$ cat src/rtl/legv8_imm_encoder_if.sv
`default_nettype none
// legv8_imm_encoder_if: request/response bundle for the LEGv8 immediate encoder.
// Rev 1.0 - initial release.
interface legv8_imm_encoder_if #(
   parameter int CNT_W = 16
);
   logic             in_valid;
   logic             in_ready;
   logic [1:0]       in_kind;
   logic [4:0]       in_rt;
   logic [4:0]       in_rn;
   logic [63:0]      in_imm;
   logic             out_valid;
   logic             out_ready;
   logic [31:0]      out_word;
   logic             out_err;
   logic [CNT_W-1:0] cnt_ok;
   logic [CNT_W-1:0] cnt_err;

   modport master (
      output in_valid, in_kind, in_rt, in_rn, in_imm, out_ready,
      input  in_ready, out_valid, out_word, out_err, cnt_ok, cnt_err
   );

   modport slave (
      input  in_valid, in_kind, in_rt, in_rn, in_imm, out_ready,
      output in_ready, out_valid, out_word, out_err, cnt_ok, cnt_err
   );
endinterface
`default_nettype wire

$ cat src/rtl/legv8_imm_encoder.sv
`default_nettype none
// legv8_imm_encoder: packs CBZ/LDUR/STUR immediates into LEGv8 words via a 2-entry FIFO.
// Rev 1.0 - initial release.
module legv8_imm_encoder #(
   parameter int CNT_W = 16
) (
   input  wire logic       clk,
   input  wire logic       reset_n,
   legv8_imm_encoder_if.slave bus
);
   localparam logic [1:0] c_KIND_CBZ  = 2'd0;
   localparam logic [1:0] c_KIND_LDUR = 2'd1;
   localparam logic [1:0] c_KIND_STUR = 2'd2;

   logic [1:0]       r_occ;
   logic             r_wp;
   logic             r_rp;
   logic             r_in_ready;
   logic [31:0]      r_word [2];
   logic             r_err  [2];
   logic [CNT_W-1:0] r_cnt_ok;
   logic [CNT_W-1:0] r_cnt_err;

   logic        w_cbz_ok;
   logic        w_ls_ok;
   logic [31:0] w_enc;
   logic        w_bad;
   logic        w_push;
   logic        w_pop;
   logic [1:0]  w_occ_nxt;

   // An offset fits when every bit above the field's sign bit copies it.
   assign w_cbz_ok = (&bus.in_imm[63:18]) | ~(|bus.in_imm[63:18]);
   assign w_ls_ok  = (&bus.in_imm[63:8])  | ~(|bus.in_imm[63:8]);

   always_comb begin
      w_enc = 32'h0;
      w_bad = 1'b1;
      case (bus.in_kind)
         c_KIND_CBZ: begin
            if (w_cbz_ok) begin
               w_bad = 1'b0;
               w_enc = {8'b10110100, bus.in_imm[18:0], bus.in_rt};
            end
         end
         c_KIND_LDUR: begin
            if (w_ls_ok) begin
               w_bad = 1'b0;
               w_enc = {11'b11111000010, bus.in_imm[8:0], 2'b00, bus.in_rn, bus.in_rt};
            end
         end
         c_KIND_STUR: begin
            if (w_ls_ok) begin
               w_bad = 1'b0;
               w_enc = {11'b11111000000, bus.in_imm[8:0], 2'b00, bus.in_rn, bus.in_rt};
            end
         end
         default: begin
            w_bad = 1'b1;
            w_enc = 32'h0;
         end
      endcase
   end

   assign w_push = bus.in_valid & r_in_ready;
   assign w_pop  = (r_occ != 2'd0) & bus.out_ready;

   always_comb begin
      w_occ_nxt = r_occ;
      case ({w_push, w_pop})
         2'b10:   w_occ_nxt = r_occ + 2'd1;
         2'b01:   w_occ_nxt = r_occ - 2'd1;
         default: w_occ_nxt = r_occ;
      endcase
   end

   always_ff @(posedge clk or negedge reset_n) begin
      if (!reset_n) begin
         r_occ      <= 2'd0;
         r_wp       <= 1'b0;
         r_rp       <= 1'b0;
         r_in_ready <= 1'b0;
         r_word[0]  <= 32'h0;
         r_word[1]  <= 32'h0;
         r_err[0]   <= 1'b0;
         r_err[1]   <= 1'b0;
         r_cnt_ok   <= '0;
         r_cnt_err  <= '0;
      end else begin
         r_occ      <= w_occ_nxt;
         r_in_ready <= (w_occ_nxt != 2'd2);
         if (w_push) begin
            r_word[r_wp] <= w_enc;
            r_err[r_wp]  <= w_bad;
            r_wp         <= ~r_wp;
            if (w_bad) begin
               if (!(&r_cnt_err)) r_cnt_err <= r_cnt_err + 1'b1;
            end else begin
               if (!(&r_cnt_ok)) r_cnt_ok <= r_cnt_ok + 1'b1;
            end
         end
         if (w_pop) begin
            r_rp <= ~r_rp;
         end
      end
   end

   // Head is gated so stale slots never leak out while the FIFO is empty.
   assign bus.in_ready  = r_in_ready;
   assign bus.out_valid = (r_occ != 2'd0);
   assign bus.out_word  = (r_occ != 2'd0) ? r_word[r_rp] : 32'h0;
   assign bus.out_err   = (r_occ != 2'd0) ? r_err[r_rp]  : 1'b0;
   assign bus.cnt_ok    = r_cnt_ok;
   assign bus.cnt_err   = r_cnt_err;
endmodule
`default_nettype wire

$ cat src/flat_wrapper.sv
// flat-port wrapper written by rule: the top's interface ports become plain ports
module legv8_imm_encoder_flat 
#(
   parameter int CNT_W = 16
)
  (clk, reset_n, bus_in_valid, bus_in_kind, bus_in_rt, bus_in_rn, bus_in_imm, bus_out_ready, bus_in_ready, bus_out_valid, bus_out_word, bus_out_err, bus_cnt_ok, bus_cnt_err);
  legv8_imm_encoder_if #(.CNT_W(CNT_W)) bus_i ();
  input  wire logic clk;
  input  wire logic reset_n;
  input wire logic [$bits(bus_i.in_valid)-1:0] bus_in_valid;
  input wire logic [$bits(bus_i.in_kind)-1:0] bus_in_kind;
  input wire logic [$bits(bus_i.in_rt)-1:0] bus_in_rt;
  input wire logic [$bits(bus_i.in_rn)-1:0] bus_in_rn;
  input wire logic [$bits(bus_i.in_imm)-1:0] bus_in_imm;
  input wire logic [$bits(bus_i.out_ready)-1:0] bus_out_ready;
  output wire logic [$bits(bus_i.in_ready)-1:0] bus_in_ready;
  output wire logic [$bits(bus_i.out_valid)-1:0] bus_out_valid;
  output wire logic [$bits(bus_i.out_word)-1:0] bus_out_word;
  output wire logic [$bits(bus_i.out_err)-1:0] bus_out_err;
  output wire logic [$bits(bus_i.cnt_ok)-1:0] bus_cnt_ok;
  output wire logic [$bits(bus_i.cnt_err)-1:0] bus_cnt_err;
  assign bus_i.in_valid = bus_in_valid;
  assign bus_i.in_kind = bus_in_kind;
  assign bus_i.in_rt = bus_in_rt;
  assign bus_i.in_rn = bus_in_rn;
  assign bus_i.in_imm = bus_in_imm;
  assign bus_i.out_ready = bus_out_ready;
  assign bus_in_ready = bus_i.in_ready;
  assign bus_out_valid = bus_i.out_valid;
  assign bus_out_word = bus_i.out_word;
  assign bus_out_err = bus_i.out_err;
  assign bus_cnt_ok = bus_i.cnt_ok;
  assign bus_cnt_err = bus_i.cnt_err;
  legv8_imm_encoder #(.CNT_W(CNT_W)) u_core (.clk(clk), .reset_n(reset_n), .bus(bus_i));
endmodule
$ cat config.mk
export PLATFORM = sky130hd
export DESIGN_NAME = legv8_imm_encoder_flat
export DESIGN_NICKNAME = d
export VERILOG_FILES = /design/src/rtl/legv8_imm_encoder_if.sv /design/src/rtl/legv8_imm_encoder.sv /design/src/flat_wrapper.sv
export SDC_FILE = /design/constraint.sdc
export NUM_CORES = 1
export LEC_CHECK = 0
export ABC_AREA = 1
export CORE_UTILIZATION = 40
export DETAILED_ROUTE_END_ITERATION = 10
export HOLD_SLACK_MARGIN = 0.02
export PLACE_DENSITY = 0.67
export SYNTH_ARGS = -nofsm -noshare
export SYNTH_HDL_FRONTEND = slang
export SYNTH_SLANG_ARGS = --single-unit
$ cat constraint.sdc
create_clock -name clk -period 2.25 [get_ports clk]
set_input_delay 0.3375 -clock clk [delete_from_list [all_inputs] [get_ports clk]]
set_output_delay 0.3375 -clock clk [all_outputs]
set_load 0.03 [all_outputs]
* Word level (Yosys, flattened, before mapping)
Cells that the tools add are included.
Widths: inputs -> output; s select.
** Storage, ports and cells
- Register bits after elaboration :: 103
- Input port bits :: 80
- Output and inout bits :: 67
- Word-level logic and storage cells :: 69
** Cells by class
- $add $sub $neg :: 4
- Magnitude comparators :: 3
- Eq/ne operators :: 5
- Multiplexer cells :: 22
- Bitwise gates (word level) :: 13
- Reductions and logical operators :: 12
** Operator list (number)
- $mux 32 :: 8
- $pmux 32 s3 :: 1
- $bwmux 64 :: 1
- $reduce_and 56->1 :: 1
- $reduce_or 56->1 :: 1
- $reduce_and 46->1 :: 1
- $reduce_or 46->1 :: 1
- $add 16x1->16 const B :: 2
- $demux 32 s1 :: 1
- $reduce_and 16->1 :: 2
- $mux 1 :: 7
- $not 1->1 :: 7
- $reduce_and 3->1 :: 2
- $eq 2x1->1 const B :: 2
- $eq 2x2->1 const B :: 2
- $ge 2x2->1 const B :: 2
- $not 1->2 :: 2
- $pmux 2 s2 :: 1
- $add 2x1->2 const B :: 1
- $and 1x1->1 :: 2
- $bwmux 2 :: 1
- $logic_not 2->1 :: 1
- $lt 2x1->1 const B :: 1
- $ne 2x2->1 const B :: 1
- other kinds (7) :: 8

* Longest topological paths before layout
Gate-level depths: netlist (run 1).
- Depth in word-level cells :: 7
- Mapped depth :: 14
- Gate-level depth less buffers :: 13

* Worst setup path after synthesis (run 1)
No wires, ideal clock.
- Path kind :: flip-flop to output port
- Start point :: register u_core.r_occ[0]
- End point :: output bus_out_word[29]
- Arrival time :: 2.028 ns
- Data required time :: 1.913 ns
- Path slack :: -0.116 ns
- Cell stages (with the launch flop) :: 7
- Buffers on the path :: 2
- Cell sequence :: dfrtp_1 nor2_1 inv_1 clkbuf_1 o21ai_0 a21oi_1 buf_4
** Between the ends
- Cells in the longest elaborated chain, start to end :: 2
** Ends and longest elaborated chain
- start: declaration :: line legv8_imm_encoder.sv:15 : logic [1:0] r_occ;
- start signal: assignment :: line legv8_imm_encoder.sv:90 : r_occ <= w_occ_nxt;
- $reduce_bool 2->1
- named net bus_out_valid :: line flat_wrapper.sv:17 : output wire logic [$bits(bus_i.out_valid)-1:0] bus_out_valid;
- $mux 32 :: line legv8_imm_encoder.sv:111 : assign bus.out_word = (r_occ != 2'd0) ? r_word[r_rp] : 32'h0;
- end: declaration :: line flat_wrapper.sv:18 : output wire logic [$bits(bus_i.out_word)-1:0] bus_out_word;
The timed path passes the listed nets, and every way through them passes these cells.

* Final worst setup path (run 1)
- Start point :: register u_core.r_rp
- End point :: output bus_out_word[11]
** Between the ends
- Cells in the longest elaborated chain, start to end :: 5
** Ends and longest elaborated chain
- start: declaration :: line legv8_imm_encoder.sv:17 : logic r_rp;
- start signal: assignment :: line legv8_imm_encoder.sv:103 : r_rp <= ~r_rp;
- $not 1->2 (not written as such) :: line legv8_imm_encoder.sv:111
- $mux 32 (not written as such) (3 in series) :: line legv8_imm_encoder.sv:111
- $mux 32 :: line legv8_imm_encoder.sv:111
No other way between the ends. The select of a mux whose other input is x is not followed.

==> Flow_metrics.wiki, run 1 <==
{| class="wikitable"
! Metric !! Value
|-
| TritonCTS Buffers || 9
|-
| Most frequent standard cell in the layout excluding fill and tap cells || nand2_1
|-
| Global route total overflow || 0
|-
| Worst r2r path cells || 9
|-
| Fraction of layout cells with a size suffix above 1 || 0.1012
|-
| Antenna cell count || 0
|-
| I/O pin count || between 100 and 150
|-
| Period Utilization, post-route || 0.9438
|-
| Number of violations of the max-capacitance limit || 0
|-
| Sink count of the clock tree || 93
|-
| Critical path's top delay family || buffers and inverters
|-
| Flop and latch count out of synthesis || 93
|-
| H-tree lvl count || 3
|-
| Overall die area || between 10,000 and 15,000 um2
|-
| YS warnings || 0
|-
| Unrepaired setup endpoints after global routing || no
|-
| Overall power of the completed layout || 8166 uW
|-
| Post-detailed-routing wire length || 14,990 um
|-
| Result of the run || finished, final reports clean
|-
| Static Leakage || between 0.003 and 0.004 uW
|-
| Largest buffer count on any clock path || 2
|-
| Proportion of synthesized chip area in sequential cells || 0.4050
|-
| All-layer global routing usage || 0.2133
|-
| Weighted congestion reported at the end of routability-driven placement || between 0.8 and 0.9
|-
| Element type at the critical path end || output pin
|-
| Unique cell type count in the Yosys netlist || 34
|-
| Commonest cells after routing, fill and taps aside || 256 x nand2_1, 112 x clkdlybuf4s50_1, 97 x inv_1, 93 x dfrtp_1, 87 x nor2_1
|-
| Worst slack, placed || -0.09652 ns
|-
| Reg2Reg Launch Point || u_core.bus.cnt_ok[1]$_DFFE_PN0P_
|-
| Vias per cell || around 4.8
|-
| PD cells || 1045 nW/um2
|-
| DRC violation total after the first TritonRoute iteration || approximately 440
|-
| Overall via count from detail_route || ~5.6k
|-
| Library cell contributing the largest single delay on the critical path || dfrtp_1
|-
| Footprint of the multi-input gates || approximately 2900 um2
|-
| CTS tree || built
|-
| Critical Path, Cell by Cell || buf_4, o21ai_0, a21oi_1, buf_12
|-
| Class of the most critical hold timing path || input pin to asynchronous set/reset pin
|-
| Die extent in y || 121.9 um
|-
| Initial cell density of the core || 0.4124
|-
| Remaining antenna violation count || 0
|-
| Final design instance area without fill || between 7000 and 8000 um2
|-
| Relative slew margins || 0.5777
|-
| Worst IR drop on VDD || 0.5336 mV
|-
| Required time of the critical path || around 1.9 ns
|-
| Number of search-and-repair iterations in the first detailed-routing pass || 5
|-
| Slack of the worst reg-to-reg path || a little over 0.4 ns
|-
| WP data arrival || 1.79 ns
|-
| Global-route wire length before repair || 24,830 um
|-
| Nets || around 1.1k
|-
| Syn avg cell area || between 6 and 7 um2
|-
| Post-route minimum period || between 2 and 2.5 ns
|-
| Crit Path Class || flop to output pin
|-
| Cell area after synthesis || ~5700 um2
|-
| Count of pins over their slew limit || 0
|-
| Routed wire length per instance || ~13 um
|-
| Core Area || between 10,000 and 15,000 um2
|-
| Filler cell count in the final layout || about 1.3k
|-
| Number of buffers and inverters on the critical path || 2
|-
| Port bufs || 144
|-
| Largest net degree at the start of global routing || 44
|-
| Syn-to-layout area delta || 35.99%
|-
| Main area contributors after synthesis || dfrtp_1 40%, nand2_1 17%, nand3_1 7.3%
|-
| Number of antenna violations at the first check in global routing || 0
|-
| DP Area || around 7400 um2
|-
| Clock network latency to the later pin of the worst-skew pair || around 0.35 ns
|-
| Final WS setup || around 0.13 ns
|-
| Synthesized instance count || 832
|-
| Die width || around 120 um
|-
| Kind of start point of the critical path || flop
|-
| Total setup violations reported at the end of the flow || 0
|-
| Yosys top cell area share || 0.4050
|-
| Final HPWL DP || 11,170 um
|-
| Fraction of the core area covered by cells at the end of the flow || 0.5608
|-
| Cell taking the most area after synthesis || dfrtp_1
|-
| Capturing point of the worst reg2reg path || u_core.bus.cnt_ok[14]$_DFFE_PN0P_
|-
| Via count of the first global-routing pass || roughly 5.2k
|-
| Register area || between 2000 and 2500 um2
|-
| Launching instance or port of the critical path || u_core.r_rp$_DFFE_PN0P_
|-
| Final routed DRC violation total || 0
|-
| Clock Pin Slew Worst Setup and Hold Paths || 0.06 ns
|-
| Root buffer cell || clkbuf_16
|-
| Critical Path Fanout Max || 43
|-
| Worst clock skew on the final layout || 0.004189 ns
|-
| Largest stage delay, worst path || ~0.39 ns
|-
| Slew at the pin with the worst max-slew slack || between 0.6 and 0.7 ns
|-
| Highest attainable clock frequency || 0.4709 GHz
|-
| Fin. Hold Viols || 0
|-
| # rows || between 40 and 50
|}
==> synthesized netlist by cell type <==
library cell and count:
a21oi_1 32, a41oi_1 1, and2_0 1, buf_1 1, buf_2 5, buf_4 5, buf_6 3, clkbuf_1 19
clkinv_1 1, conb_1 1, dfrtp_1 93, ha_1 7, inv_1 98, inv_2 2, mux2i_1 8, nand2_1 256
nand2_2 3, nand3_1 84, nand3_2 2, nand3b_1 1, nand4_1 21, nor2_1 88, nor2_2 3, nor2_8 1
nor3_1 7, nor3_2 1, nor4_1 3, nor4b_1 1, o21ai_0 46, o21ai_1 1, or2_1 2, or2_2 13
xnor2_1 10, xor2_1 12
==> state kept, by name (all words and copies together), names as in the netlist <==
signal and flops:
u_core.r_wp 1, u_core.r_err 2, u_core.bus.cnt_err 16, u_core.r_rp 1, u_core.bus.cnt_ok 16, u_core.bus.in_ready 1, u_core.r_occ 2, u_core.r_word 54
==> how the worst max path moves through the flow <==
stage	endpoint	slack, ns	cells after the start
after CTS	bus_out_word[27]	0.02	4
after global placement	u_core.bus.cnt_ok[5]$_DFFE_PN0P_	-0.07	12
after detailed placement	u_core.bus.cnt_ok[3]$_DFFE_PN0P_	-0.1	12
after global routing	bus_out_word[19]	0.02	6
after floorplan	bus_out_word[29]	0.1	6
final	bus_out_word[11]	0.13	4
==> what timing repair did <==
item | CTS | global route
setup buffers | 0 | 0
hold buffers | 1 | 0
endpoints found under the hold margin | 31 | 0
pin swaps | 0 | 0
gates resized for setup | 1 | 2
setup endpoints to repair | 5 | 2
==> area by class of cell <==
type                    count  area share
clock buffers              11     0.03106
clock inverters             4     0.01537
inverters                 101     0.04851
multi-input cells         606      0.3684
flip-flops and latches     93      0.2978
well taps                 180     0.02882
repair buffers            173      0.2101
==> through the flow <==
stage / std cells / setup TNS [ns] / hold WS [ns]
after floorplan: 833 / 0 / 0.04191
after global placement: 1152 / -1.064 / 0.3128
after detailed placement: 1152 / -1.776 / 0.3120
after CTS: 1168 / 0 / 0.4721
after global routing: 1168 / 0 / 0.5006
final: 1168 / 0 / 0.4695
==> kinds of logic (layout without fill, tap and decap cells) <==
logic type                 count (synthesis)  after routing  synth area share
adders and majority gates                  7              7           0.01524
AOI/OAI and AO/OA                         80             80           0.07032
and+or+nand+nor                          487            487            0.3656
other                                      1              2         0.0006525
buffers and inverters                    134            289           0.09580
xor gates and xnor gates                  22             22           0.03353
muxes                                      8              8           0.01393
DFF                                       93             93            0.4050
==> metal layers <==
metal	up-vias	track usage	wire [um]
li1	2928	-	-
met1	2527	0.2821	6952
met2	163	0.3407	6910
met3	19	0.04775	823
met4	0	0.07716	299
met5	-	0	0
==> report_power, final <==
| group | internal, uW | leakage, uW | switching [uW] |
|---|---|---|---|
| sequential | 2090 | 0.00121 | 276 |
| clock | 1220 | 0.000176 | 638 |
| combinational | 1520 | 0.00241 | 2420 |
Note: power is estimated with default switching activity, not from simulation.
==> inputs of run 2 (changes only) <==
--- a/config.mk
+++ b/config.mk
@@ -6,9 +6,11 @@
 export NUM_CORES = 1
 export LEC_CHECK = 0
 export ABC_AREA = 1
+export CORE_MARGIN = 4
 export CORE_UTILIZATION = 40
 export DETAILED_ROUTE_END_ITERATION = 10
 export HOLD_SLACK_MARGIN = 0.02
+export MAX_ROUTING_LAYER = met4
 export PLACE_DENSITY = 0.67
 export SYNTH_ARGS = -nofsm -noshare
 export SYNTH_HDL_FRONTEND = slang
==> run 2 against run 1 <==
Effect of this change: hold slack improved by 0.010 ns; sequential cell count unchanged; utilization decreased by 0.69 points; cell count unchanged; worst setup slack improved by 0.067 ns; combinational power increased by 2%; non-clock buffer count decreased by 1; die area increased by 10%; largest cell class unchanged; highest routed layer unchanged.
==> Flow_metrics.wiki, run 2 (same netlist as run 1, synthesis figures left out) <==
{| class="wikitable"
! Metric !! Value
|-
| Critical Path Fanout Max || 12 (-72%)
|-
| Overall die area || 16,350 um2 (+10%)
|-
| Period Utilization, post-route || 0.9142 (-0.02962)
|-
| Total setup violations reported at the end of the flow || 0 (unchanged)
|-
| Via count of the first global-routing pass || 5,233 (+1.5%)
|-
| Min-Delay Path Depth || 2
|-
| Met2 GRT Util || 0.2982 (-0.04254)
|-
| Max FFs per register || 54 (unchanged)
|-
| Die extent in y || 127.9 um (+4.9%)
|-
| PD cells || 1011 nW/um2 (-3.3%)
|-
| Filler cell count in the final layout || 1,391 (+4.3%)
|-
| Overall power of the completed layout || 7833 uW (-4.1%)
|-
| Internal power consumption || 4452 uW (-7.9%)
|-
| Post-detailed-routing wire length || 15,210 um (+1.5%)
|-
| Slack of the worst reg-to-reg path || 0.43 ns (+0.02 ns)
|-
| Fraction of layout cells with a size suffix above 1 || 0.1043 (+0.003036)
|-
| Sequential share of power || 0.305 (+0.015)
|-
| Worst r2r path cells || 8 (-1)
|-
| Number of violations of the max-capacitance limit || 0 (unchanged)
|-
| Final HPWL DP || 11,650 um (+4.3%)
|-
| H-tree lvl count || 3 (unchanged)
|-
| Remaining antenna violation count || 0 (unchanged)
|-
| Global-route wire length before repair || 25,250 um (+1.7%)
|-
| Unrepaired setup endpoints after global routing || no
|-
| Critical Path, Cell by Cell || nor2_1, inv_1, buf_4, o21ai_0, a21oi_1, buf_12
|-
| # rows || 43 (unchanged)
|-
| Class of the most critical hold timing path || flop to flop
|-
| Weighted congestion reported at the end of routability-driven placement || 0.9039 (+2.9%)
|-
| Most crowded layer after global routing || met2
|-
| Largest net degree at the start of global routing || 41 (-6.8%)
|-
| Syn-to-layout area delta || 34.84%
|-
| Port bufs || 144 (unchanged)
|-
| Highest attainable clock frequency || 0.4862 GHz (+3.2%)
|-
| Slew at the pin with the worst max-slew slack || 0.6494 ns (+0.01661 ns)
|-
| Met3 routing resource usage after global routing || 0.04167 (-0.006086)
|-
| WP data arrival || 1.72 ns (-0.07 ns)
|-
| Root buffer cell || clkbuf_16
|-
| Reg2Reg Launch Point || u_core.bus.cnt_err[0]$_DFFE_PN0P_
|-
| Global route total overflow || 0 (unchanged)
|-
| Initial cell density of the core || 0.4108 (-0.001586)
|-
| I/O pin count || 147 (unchanged)
|-
| Final WS setup || 0.1931 ns (+0.06665 ns)
|-
| Final routed DRC violation total || 0 (unchanged)
|-
| Worst IR drop on VDD || 0.5711 mV (+7.0%)
|-
| Most flop-heavy register || u_core.r_word
|-
| Kind of start point of the critical path || flop
|-
| CTS tree || built
|-
| Largest buffer count on any clock path || 2 (unchanged)
|-
| Capturing point of the worst reg2reg path || u_core.bus.cnt_err[15]$_DFFE_PN0P_
|-
| Element type at the critical path end || output pin
|-
| Most frequent standard cell in the layout excluding fill and tap cells || nand2_1
|-
| DRC violation total after the first TritonRoute iteration || 327 (-25%)
|-
| Library cell contributing the largest single delay on the critical path || dfrtp_1
|-
| Required time of the critical path || 1.91 ns (about the same)
|-
| TritonCTS Buffers || 9 (unchanged)
|-
| Clock network fraction of design power || 0.182 (-0.046)
|-
| Core Area || 13,990 um2 (+0.39%)
|-
| Largest stage delay, worst path || 0.40 ns (about the same)
|-
| Fraction of the core area covered by cells at the end of the flow || 0.5539 (-0.006897)
|-
| Number of search-and-repair iterations in the first detailed-routing pass || 5 (unchanged)
|-
| Combinational share of power || 0.513 (+0.031)
|-
| Post-route minimum period || 2.057 ns (-0.06665 ns)
|-
| Final design instance area without fill || 7749 um2 (-0.85%)
|-
| Switching power share of the total || 0.4316 (+0.02373)
|-
| Met1 Track Usage GR || 0.2567 (-0.02536)
|-
| Min-Delay Startpoint || u_core.r_word[52]$_DFFE_PN0P_
|-
| Antenna cell count || 0 (unchanged)
|-
| Number of antenna violations at the first check in global routing || 0 (unchanged)
|-
| Static Leakage || 0.003727 uW (-1.9%)
|-
| Result of the run || finished, final reports clean
|-
| Clock network latency to the later pin of the worst-skew pair || 0.34 ns (about the same)
|-
| Count of pins over their slew limit || 0 (unchanged)
|-
| Sink count of the clock tree || 93 (unchanged)
|-
| Worst clock skew on the final layout || 0.009217 ns (+0.005028 ns)
|-
| Vias per cell || 4.788 (-0.80%)
|-
| Die width || 127.9 um (+4.9%)
|-
| Routed wire length per instance || 13.02 um (+1.5%)
|-
| All-layer global routing usage || 0.1936 (-0.01969)
|-
| Commonest cells after routing, fill and taps aside || 256 x nand2_1, 112 x clkdlybuf4s50_1, 98 x inv_1, 92 x dfrtp_1, 87 x nor2_1
|-
| Hold-critical path endpoint || u_core.r_word[52]$_DFFE_PN0P_
|-
| Switching power summed over all nets || 3381 uW (+1.5%)
|-
| Clock Pin Slew Worst Setup and Hold Paths || 0.07 ns (about the same)
|-
| Worst slack, placed || -0.01909 ns (+0.07743 ns)
|-
| Fin. Hold Viols || 0 (unchanged)
|-
| DP Area || 7462 um2 (+0.34%)
|-
| Overall via count from detail_route || 5,592 (-0.80%)
|-
| Crit Path Class || flop to output pin
|-
| Relative slew margins || 0.5666 (-0.01109)
|-
| Post-CTS Setup Inserts || 0 (unchanged)
|-
| Nets || 1,070 (-0.093%)
|}
run 2: critical path, delay by kind of cell, from the launching register on:
kind	cells	cell delay [ns]
simple gates	1	0.07
compound gates	2	0.36
flops	1	0.40
buf+inv	3	0.54
run 2: how the worst max path moves through the flow:
stage | start | to | depth (start not counted) | slack [ns]
6_report | u_core.r_occ[0]$_DFF_PN0_ | bus_out_word[5] | 6 | 0.19
5_1_grt | u_core.r_occ[0]$_DFF_PN0_ | bus_out_word[5] | 6 | 0.06
4_1_cts | u_core.r_rp$_DFFE_PN0P_ | bus_out_word[5] | 4 | 0.04
3_5_place_dp | bus_in_imm[32] | u_core.bus.cnt_ok[4]$_DFFE_PN0P_ | 12 | -0.02
3_3_place_gp | bus_in_imm[18] | u_core.bus.cnt_ok[12]$_DFFE_PN0P_ | 13 | 0.02
2_1_floorplan | u_core.r_occ[0]$_DFF_PN0_ | bus_out_word[29] | 6 | 0.1
run 2: cell type report:
type	count	area (um2)	share of cell area
clock inverters	7	50.05	0.006459
multi-input cells	606	2879	0.3715
clock buffers	9	225.2	0.02907
well taps	180	225.2	0.02907
repair buffers	172	1662	0.2144
flip-flops and latches	93	2328	0.3005
inverters	101	379.1	0.04893
run 2: stage by stage:
stage | hold slack, ns | TNS, ns | cells
finish | 0.4798 | 0 | 1168
global route | 0.5117 | 0 | 1168
CTS | 0.4835 | 0 | 1168
detailed placement | 0.3580 | -0.06777 | 1151
global placement | 0.3564 | 0 | 1151
floorplan | 0.04191 | 0 | 833
run 2: power groups by stage:
stage,registers (uW),logic (uW),clock network [uW]
final,2390,4020,1420
after global routing,2450,4400,1530
after CTS,2390,4050,1460
after detailed placement,2410,4040,0
after global placement,2410,4010,0
after floorplan,2480,2360,0
run 2: what timing repair did:
action                                  4_1_cts  5_1_grt
resized for setup                             0        1
hold buffers                                  1        0
hold endpoints to repair                     37        0
endpoints found under the setup margin        0        3
run 2: routing by layer:
metal,up-vias,routed length [um]
met2,146,7021
met5,-,0
met4,0,242
li1,2932,-
met3,18,915
met1,2496,7033
==> inputs of run 3 (changes only) <==
--- a/config.mk
+++ b/config.mk
@@ -6,12 +6,15 @@
 export NUM_CORES = 1
 export LEC_CHECK = 0
 export ABC_AREA = 1
+export CELL_PAD_IN_SITES_DETAIL_PLACEMENT = 1
+export CELL_PAD_IN_SITES_GLOBAL_PLACEMENT = 1
 export CORE_MARGIN = 4
-export CORE_UTILIZATION = 40
+export CORE_UTILIZATION = 35
 export DETAILED_ROUTE_END_ITERATION = 10
+export GPL_TIMING_DRIVEN = 1
 export HOLD_SLACK_MARGIN = 0.02
 export MAX_ROUTING_LAYER = met4
-export PLACE_DENSITY = 0.67
+export PLACE_DENSITY_LB_ADDON = 0.1
 export SYNTH_ARGS = -nofsm -noshare
 export SYNTH_HDL_FRONTEND = slang
 export SYNTH_SLANG_ARGS = --single-unit
==> run 3 against run 2 <==
Effect of this change: sequential power is essentially flat; die area grew 13%; utilization shrank 6.1 points; sequential share of layout area shrank 0.56 points; critical path depth is the same; routed wire length grew 15%; critical path type unchanged; largest power group unchanged.
==> Flow_metrics.wiki, run 3 (same netlist as run 1, synthesis figures left out) <==
{| class="wikitable"
! Metric !! Value
|-
| Result of the run || finished, final reports clean
|-
| Footprint of the multi-input gates || 2882 um2 (about the same)
|-
| Weighted congestion reported at the end of routability-driven placement || 0.8378 (-7.3%)
|-
| Nets || 1,085 (+1.4%)
|-
| Kind of start point of the critical path || flop
|-
| Post-route minimum period || 2.077 ns (+0.02027 ns)
|-
| Number of antenna violations at the first check in global routing || 0 (unchanged)
|-
| Largest buffer count on any clock path || 2 (unchanged)
|-
| Post-detailed-routing wire length || 17,440 um (+15%)
|-
| Switching power summed over all nets || 3377 uW (about the same)
|-
| Filler cell count in the final layout || 2,104 (+51%)
|-
| Post-route non-filler standard cell count || 1,215 (+4.0%)
|-
| Crit Path Class || flop to output pin
|-
| Via count of the first global-routing pass || 5,952 (+14%)
|-
| Element type at the critical path end || output pin
|-
| Core Area || 16,000 um2 (+14%)
|-
| Worst clock skew on the final layout || 0.006554 ns (-0.002663 ns)
|-
| Total setup violations reported at the end of the flow || 0 (unchanged)
|-
| Syn-to-layout area delta || 37.34%
|-
| Internal power consumption || 4529 uW (+1.7%)
|-
| Setup TNS Final || 0 ns (unchanged)
|-
| CTS tree || built
|-
| Final HPWL DP || 13,520 um (+16%)
|-
| DRC violation total after the first TritonRoute iteration || 289 (-12%)
|-
| Root buffer cell || clkbuf_16
|-
| Antenna cell count || 0 (unchanged)
|-
| Clock network fraction of design power || 0.188 (+0.006)
|-
| TritonCTS Buffers || 9 (unchanged)
|-
| Die extent in y || 136.1 um (+6.5%)
|-
| Number of search-and-repair iterations in the first detailed-routing pass || 4 (-1)
|-
| Count of pins over their slew limit || 0 (unchanged)
|-
| Final routed DRC violation total || 0 (unchanged)
|-
| Routed wire length per instance || 14.36 um (+10%)
|-
| Fin. Hold Viols || 0 (unchanged)
|-
| Fraction of the core area covered by cells at the end of the flow || 0.4933 (-0.06066)
|-
| PD cells || 1002 nW/um2 (-0.91%)
|-
| Remaining antenna violation count || 0 (unchanged)
|-
| Worst IR drop on VDD || 0.5639 mV (-1.3%)
|-
| # rows || 46 (+7.0%)
|-
| I/O pin count || 147 (unchanged)
|-
| Register area || 2327 um2 (about the same)
|-
| Fraction of layout cells with a size suffix above 1 || 0.1121 (+0.007861)
|-
| All-layer global routing usage || 0.2024 (+0.008824)
|-
| Period Utilization, post-route || 0.9232 (+0.009009)
|-
| Port bufs || 144 (unchanged)
|-
| Global route total overflow || 0 (unchanged)
|-
| Required time of the critical path || 1.91 ns (about the same)
|-
| Vias per cell || 4.738 (-1.0%)
|-
| Max FFs per register || 54 (unchanged)
|-
| Critical Path Fanout Max || 12 (unchanged)
|-
| Overall power of the completed layout || 7906 uW (+0.93%)
|-
| Clock network latency to the later pin of the worst-skew pair || 0.35 ns (about the same)
|-
| Global-route wire length before repair || 29,500 um (+17%)
|-
| Combinational share of power || 0.512 (about the same)
|-
| Overall die area || 18,530 um2 (+13%)
|-
| Worst hold slack after final layout || 0.4709 ns (-0.008884 ns)
|-
| Die width || 136.1 um (+6.5%)
|-
| Number of violations of the max-capacitance limit || 0 (unchanged)
|-
| Overall via count from detail_route || 5,757 (+3.0%)
|-
| WP data arrival || 1.74 ns (+0.02 ns)
|-
| Clock Pin Slew Worst Setup and Hold Paths || 0.07 ns (about the same)
|-
| Sequential share of power || 0.300 (-0.005)
|-
| Switching power share of the total || 0.4272 (-0.004387)
|-
| Number of placed instances with taps included || 1,202 (+4.4%)
|-
| Largest net degree at the start of global routing || 46 (+12%)
|-
| Most flop-heavy register || u_core.r_word
|-
| Most frequent standard cell in the layout excluding fill and tap cells || nand2_1
|-
| Sink count of the clock tree || 93 (unchanged)
|-
| Class of the most critical hold timing path || input pin to asynchronous set/reset pin
|-
| H-tree lvl count || 3 (unchanged)
|-
| Static Leakage || 0.003820 uW (+2.5%)
|-
| Highest attainable clock frequency || 0.4814 GHz (-0.98%)
|-
| Initial cell density of the core || 0.3592 (-0.05166)
|-
| Unrepaired setup endpoints after global routing || no
|-
| Commonest cells after routing, fill and taps aside || 256 x nand2_1, 111 x clkdlybuf4s50_1, 98 x inv_1, 93 x dfrtp_1, 86 x nor2_1
|}
## run 3: changes by cell type in the layout (fill, tap and decap cells not counted)
cell	change
buf_4	+15
buf_12	-2
clkinv_2	-2
clkinvlp_4	-2
dlymetal6s2s_1	+2
inv_6	-2
bufinv_16	+1
clkbuf_8	+1
clkdlybuf4s50_1	-1
dfrtp_1	+1
dfrtp_2	-1
dlygate4sd2_1	+1
nor2_1	-1
nor2_2	+1
## run 3: area by class of cell
cell class	instances	area share
repair buffers	187	0.2227
well taps	216	0.03424
clock buffers	10	0.03028
flip-flops and latches	93	0.2949
clock inverters	2	0.004756
inverters	101	0.04803
multi-input cells	606	0.3651
## run 3: worst paths after layout
check	startpoint	to	slack (ns)	cells after the start
min reg2reg	u_core.r_word[34]$_DFFE_PN0P_	u_core.r_word[34]$_DFFE_PN0P_	0.48	2
max reg2reg	u_core.bus.cnt_ok[1]$_DFFE_PN0P_	u_core.bus.cnt_ok[14]$_DFFE_PN0P_	0.45	8
min in group clk	u_core.r_word[34]$_DFFE_PN0P_	u_core.r_word[34]$_DFFE_PN0P_	0.48	2
max	u_core.r_occ[0]$_DFF_PN0_	bus_out_word[31]	0.17	6
max in group asynchronous	reset_n	u_core.bus.cnt_err[1]$_DFFE_PN0P_	1.16	3
min	reset_n	u_core.r_word[12]$_DFFE_PN0P_	0.47	2
## run 3: per-stage QoR
step / cell area [um2] / setup WS (ns)
2_1_floorplan: 5754 / 0.09561
3_3_place_gp: 7600 / -0.03703
3_5_place_dp: 7600 / -0.05807
4_1_cts: 7885 / 0.001285
5_1_grt: 7893 / 0.02714
6_report: 7893 / 0.1728
## run 3: layer usage
| layer | track usage | vias to the layer above | part of all wire |
|---|---|---|---|
| li1 | - | 2951 | - |
| met1 | 0.2648 | 2689 | 0.47 |
| met2 | 0.3299 | 102 | 0.48 |
| met3 | 0.03220 | 15 | 0.034 |
| met4 | 0.04983 | 0 | 0.012 |
| met5 | - | - | 0 |
## run 3: power groups by stage
| stage | Sequential, uW | Combinational, uW | Clock (uW) |
|---|---|---|---|
| floorplan | 2480 | 2360 | 0 |
| global route | 2440 | 4460 | 1620 |
| global placement | 2380 | 4020 | 0 |
| finish | 2370 | 4050 | 1490 |
| detailed placement | 2400 | 4090 | 0 |
| CTS | 2370 | 4110 | 1540 |
## run 3: what timing repair did
item | 4_1_cts | 5_1_grt
hold buffers | 1 | 0
setup buffers | 0 | 0
hold endpoints to repair | 28 | 0
resized for setup | 1 | 3
setup endpoints to repair | 1 | 14
## run 3: critical path: stages (launching register included)
cell and delay, ns:
dfrtp_1 0.41, nor2_2 0.08, inv_1 0.16, buf_4 0.22, o21ai_0 0.12, a21oi_2 0.20, buf_4 0.20
